**src/rtl/debounce_pkg.sv**
```systemverilog
// Shared types and helpers for the debounce utility and its synchronizer.
package debounce_pkg;

    // Per-edge decision taken by the qualification logic.
    typedef enum logic [1:0] {
        ACT_HOLD   = 2'd0,
        ACT_CLEAR  = 2'd1,
        ACT_COUNT  = 2'd2,
        ACT_ACCEPT = 2'd3
    } dbn_act_e;

    // Stability counter width; at least one bit even for COUNT=1.
    function automatic int unsigned cnt_width(input int unsigned count);
        int unsigned w;
        w = $clog2(count);
        return (w < 1) ? 1 : w;
    endfunction

endpackage

```
**src/rtl/debounce_sync_chain.sv**
```systemverilog
// Plain level synchronizer: SYNC flops in series, reset to INIT.
module sync_chain #(
    parameter int unsigned SYNC = 2,
    parameter logic        INIT = 1'b0
) (
    input  logic clk,
    input  logic rst,
    input  logic d,
    output logic q
);

    (* async_reg = "true" *) logic [SYNC-1:0] sync_q;

    always_ff @(posedge clk) begin
        if (rst) begin
            sync_q <= {SYNC{INIT}};
        end else begin
            sync_q <= {sync_q[SYNC-2:0], d};
        end
    end

    assign q = sync_q[SYNC-1];

endmodule

```
**src/rtl/debounce.sv**
```systemverilog
// Debouncer: synchronizes a raw level and accepts a change only after it
// has held for COUNT consecutive clken ticks.
module debounce
    import debounce_pkg::*;
#(
    parameter int unsigned COUNT = 20,
    parameter int unsigned SYNC  = 2,
    parameter logic        INIT  = 1'b0
) (
    input  logic clk,
    input  logic rst,
    input  logic clken,
    input  logic i,
    output logic o,
    output logic busy
);

    localparam int unsigned CNT_W = cnt_width(COUNT);

    logic             s;
    logic             o_q, o_d;
    logic [CNT_W-1:0] cnt_q, cnt_d;
    dbn_act_e         act;

    sync_chain #(
        .SYNC (SYNC),
        .INIT (INIT)
    ) u_sync (
        .clk (clk),
        .rst (rst),
        .d   (i),
        .q   (s)
    );

    always_ff @(posedge clk) begin
        if (rst) begin
            o_q   <= INIT;
            cnt_q <= '0;
        end else begin
            o_q   <= o_d;
            cnt_q <= cnt_d;
        end
    end

    // A return of s to o abandons any partial qualification immediately.
    always_comb begin
        act   = ACT_HOLD;
        o_d   = o_q;
        cnt_d = cnt_q;
        if (s == o_q) begin
            act = ACT_CLEAR;
        end else if (clken && (cnt_q == CNT_W'(COUNT - 1))) begin
            act = ACT_ACCEPT;
        end else if (clken) begin
            act = ACT_COUNT;
        end
        case (act)
            ACT_CLEAR:  cnt_d = '0;
            ACT_ACCEPT: begin
                o_d   = s;
                cnt_d = '0;
            end
            ACT_COUNT:  cnt_d = cnt_q + CNT_W'(1);
            default:    cnt_d = cnt_q;
        endcase
    end

    assign o    = o_q;
    assign busy = (s != o_q);

endmodule

```
**config.mk**
```make
export PLATFORM = sky130hd
export DESIGN_NAME = debounce
export DESIGN_NICKNAME = d
export VERILOG_FILES = /design/src/rtl/debounce_pkg.sv /design/src/rtl/debounce_sync_chain.sv /design/src/rtl/debounce.sv
export SDC_FILE = /design/constraint.sdc
export NUM_CORES = 1
export LEC_CHECK = 0
export BUFFER_PORTS_ARGS = -buffer_cell sky130_fd_sc_hd__buf_2
export CORE_AREA = 2 2 39 41
export DETAILED_ROUTE_END_ITERATION = 16
export DIE_AREA = 0 0 41 43
export PLACE_DENSITY_LB_ADDON = 0.05
export SETUP_SLACK_MARGIN = 0.2
export SLEW_MARGIN = 20
export SYNTH_ARGS = -nofsm -noshare
export SYNTH_HDL_FRONTEND = slang
export SYNTH_HIERARCHICAL = 1
export SYNTH_SLANG_ARGS = --single-unit
```
**constraint.sdc**
```tcl
create_clock -name clk -period 1.6 [get_ports clk]
set_input_delay 0.16 -clock clk [delete_from_list [all_inputs] [get_ports clk]]
set_output_delay 0.16 -clock clk [all_outputs]
set_load 0.05 [all_outputs]
```
==> summary.txt <==
Pwr
  – PwrDens: 833.6 nW/um^2
  – P_leak: ~0.17 nW
  – Peak supply drop: 0.0003305 V
  – Sequential share of power: a little over half
  – Tot Pwr: between 0.3 and 0.4 mW
  – Psw: roughly 0.086 mW
  – Clock share of power: between 40% and 50%
  – Power share of the combinational group: between 6 and 7%
  – Pint: roughly 0.30 mW
  – Net switching fraction of the power: roughly 22%

Finish
  – Final net count: 55
  – Final-layout fill cell count: roughly 160
  – Ant. Diodes: 0
  – Layout Cells excl Fill: 64
  – Syn-to-layout area delta: 23.15%
  – Layout cells sized above 1: 20.83%
  – Final Cell Area: ~460 sq um

Global route
  – Largest net degree at the start of global routing: 9
  – Initial antenna violation count: 0
  – Vias in the first global route: ~330
  – GRT overflow: 0
  – GRT Overall Usage: between 10% and 20%
  – Global-route wire length before repair: 1304 um

Timing
  – Fin crit share: 82.09%
  – Minimum clock period: roughly 1.3 ns
  – Worst Tran Pin Value: between 0.2 and 0.3 ns
  – Setup Skew: 0.004402 ns
  – Fin. max-slew vios: 0
  – Rel. slew slack: 83.27%
  – # setup viols final: 0
  – Final Hold Viols: 0
  – Setup_tns: 0 ns
  – RSZ-0062 raised after global routing: false
  – Fmax: between 0.7 and 0.8 GHz
  – Worst setup margin: 0.2865 ns

Clock network
  – Post-CTS Setup Repair Bufs: 0
  – CTS tree: done
  – CTS Hold Bufs: 0
  – Clk_lat worst skew: between 0.2 and 0.3 ns
  – Clk buf depth: 2
  – Clk root buf: clkbuf_4
  – Inserted Clock Buffers: 3
  – CTS sink cnt: 8
  – Clock transition at path regs: 0.06 ns
  – H-tree Lvls: 1

Die
  – Die Area: 1763 sq um
  – Core area: 1384 sq um
  – IO Pins: 6
  – Starting Density: 26.94%
  – Die H: 43 um
  – Row count: 14
  – Die width: between 40 and 50 um

Worst hold path
  – Hold depth: 2
  – Hold crit path type: in2reg
  – HP Start: rst
  – Hold path endpoint: o

Critical path
  – CP Launch Point: cnt_q[0]
  – Crit-path max FO: 4
  – CP Data Required Time: around 1.8 ns
  – Worst EP arrival: roughly 1.5 ns
  – Buf/Inv on CP: 0
  – Reg2reg setup slack: roughly 0.29 ns
  – Crit path launch type: flip-flop
  – Setup Crit Path Kind: reg2reg
  – Worst Reg-to-Reg Cells: 4
  – CP max-delay cell: dfxtp_1
  – Worst Setup End Kind: flip-flop
  – CP delay by family, top: compound AO/OA/AOI/OAI gates
  – Reg-to-reg endpoint: cnt_q[0]
  – CP cell instances: ha_1, and4bb_1, a211o_1, a21oi_1
  – Reg-to-Reg Start: cnt_q[0]
  – Slowest stage delay, CP: 0.33 ns

Placed design
  – Cells after DPL: between 60 and 70
  – # port buffers: 5
  – Gpl congestion: ~0.72
  – Post-placement cell area: 430.4 sq um
  – Dpl ws: 0.2970 ns

Synthesis
  – Syn Area/Cell: about 9.3 sq um
  – Seq/Total Area, Yosys: a little over two fifths
  – Synthesized Nets: 45
  – Post-synth top area share: a little over two fifths
  – Synth cell types: 18
  – Seq cells post-synth: 8
  – Synth Instances: 40
  – Ranking of synthesized cells by area: dfxtp_1 43%, a21oi_1 6.7%, nand3_1 6.7%
  – Synthesized area: 372.9 sq um
  – Syn. warnings: 6
  – Cell taking the most area after synthesis: dfxtp_1

Route
  – DR WL/cell: between 10 and 15 um
  – DRT Pass-1 Iters: 2
  – Starting DRT DRC Count: 2
  – Routed wire length: about 750 um
  – DR DRC count: 0
  – Vias post-DR: between 300 and 400
  – Routed Antenna Nets: 0
  – Drt via density: roughly 5

Job
  – MaxCap Viol Count: 0

Status
  – Outcome: finished, final reports clean
## per-stage QoR
stage,hold slack (ns),util [%]
6_report,0.1031,33.18
5_1_grt,0.1044,33.18
4_1_cts,0.09874,32.91
3_5_place_dp,0.3732,31.10
3_3_place_gp,0.3653,31.10
2_1_floorplan,0.2217,-
## layout by cell type, fill, tap and decap left out, drive strengths merged
cell	instances
a211o	1
buf	5
o21ai	1
nand3	5
xor2	2
nor2b	2
mux2i	2
nand4bb	1
a211oi	1
clkbuf	3
nand2	4
dfxtp	8
nand4	1
and4bb	1
a21oi	5
ha	1
inv	3
nand3b	1
o211ai	1
## registers in the layout, indices dropped and copies added, names as in the netlist
signal         count
cnt_q              5
o                  1
u_sync/sync_q      2
## layout make-up
type	count	area, sq um	area share (%)
Clock buffer	3	22.52	4.905
Sequential cell	8	161.4	35.15
Multi-Input combinational cell	29	212.7	46.32
Tap cell	16	20.02	4.360
Timing Repair Buffer	5	31.28	6.812
Inverter	3	11.26	2.452
## power by group through the flow
stage	registers [mW]	logic, mW	clock network (mW)
final	0.204	0.0237	0.155
after global routing	0.205	0.0266	0.177
after CTS	0.205	0.0235	0.161
after detailed placement	0.209	0.0227	0
after global placement	0.209	0.0223	0
after floorplan	0.208	0.0143	0
## synth_stat cells
master,number
a211oi_1,1
o211ai_1,1
ha_1,1
a211o_1,1
mux2i_1,2
nand4bb_1,1
nand3_1,5
nand2_1,4
and4bb_1,1
xor2_2,1
nand3b_1,1
xor2_1,1
o21ai_0,1
nand4_1,1
nor2b_1,2
inv_1,3
dfxtp_1,8
a21oi_1,5
## worst max-delay path by stage
stage / to / slack [ns] / depth (start not counted)
2_1_floorplan: cnt_q[3] / 0.23 / 3
3_3_place_gp: cnt_q[0] / 0.34 / 4
3_5_place_dp: cnt_q[0] / 0.30 / 4
4_1_cts: busy / 0.23 / 2
5_1_grt: cnt_q[0] / 0.20 / 4
6_report: cnt_q[0] / 0.29 / 4
## routing by layer
metal	vias to the layer above	routed length [um]	global-route usage (%)
li1	162	-	-
met1	149	320	11.73
met2	7	382	17.81
met3	2	36	4.712
met4	0	10	10.00
met5	-	0	0
## what timing repair did
item,CTS,global route
setup endpoints to repair,1,1
gates resized for setup,1,1
pin swaps,0,1
hold endpoints to repair,0,0
## cells by family (layout without fill, tap and decap cells)
| family | Yosys count | count (layout) | share of synthesized area, % |
|---|---|---|---|
| compound gates | 9 | 9 | 14.43 |
| xor+xnor | 2 | 2 | 6.713 |
| fa+ha+maj | 1 | 1 | 3.355 |
| buf+inv | 3 | 11 | 3.020 |
| flops | 8 | 8 | 42.95 |
| mux | 2 | 2 | 5.369 |
| simple gates | 15 | 15 | 24.16 |
No activity file was read; power rests on OpenSTA's default activity.
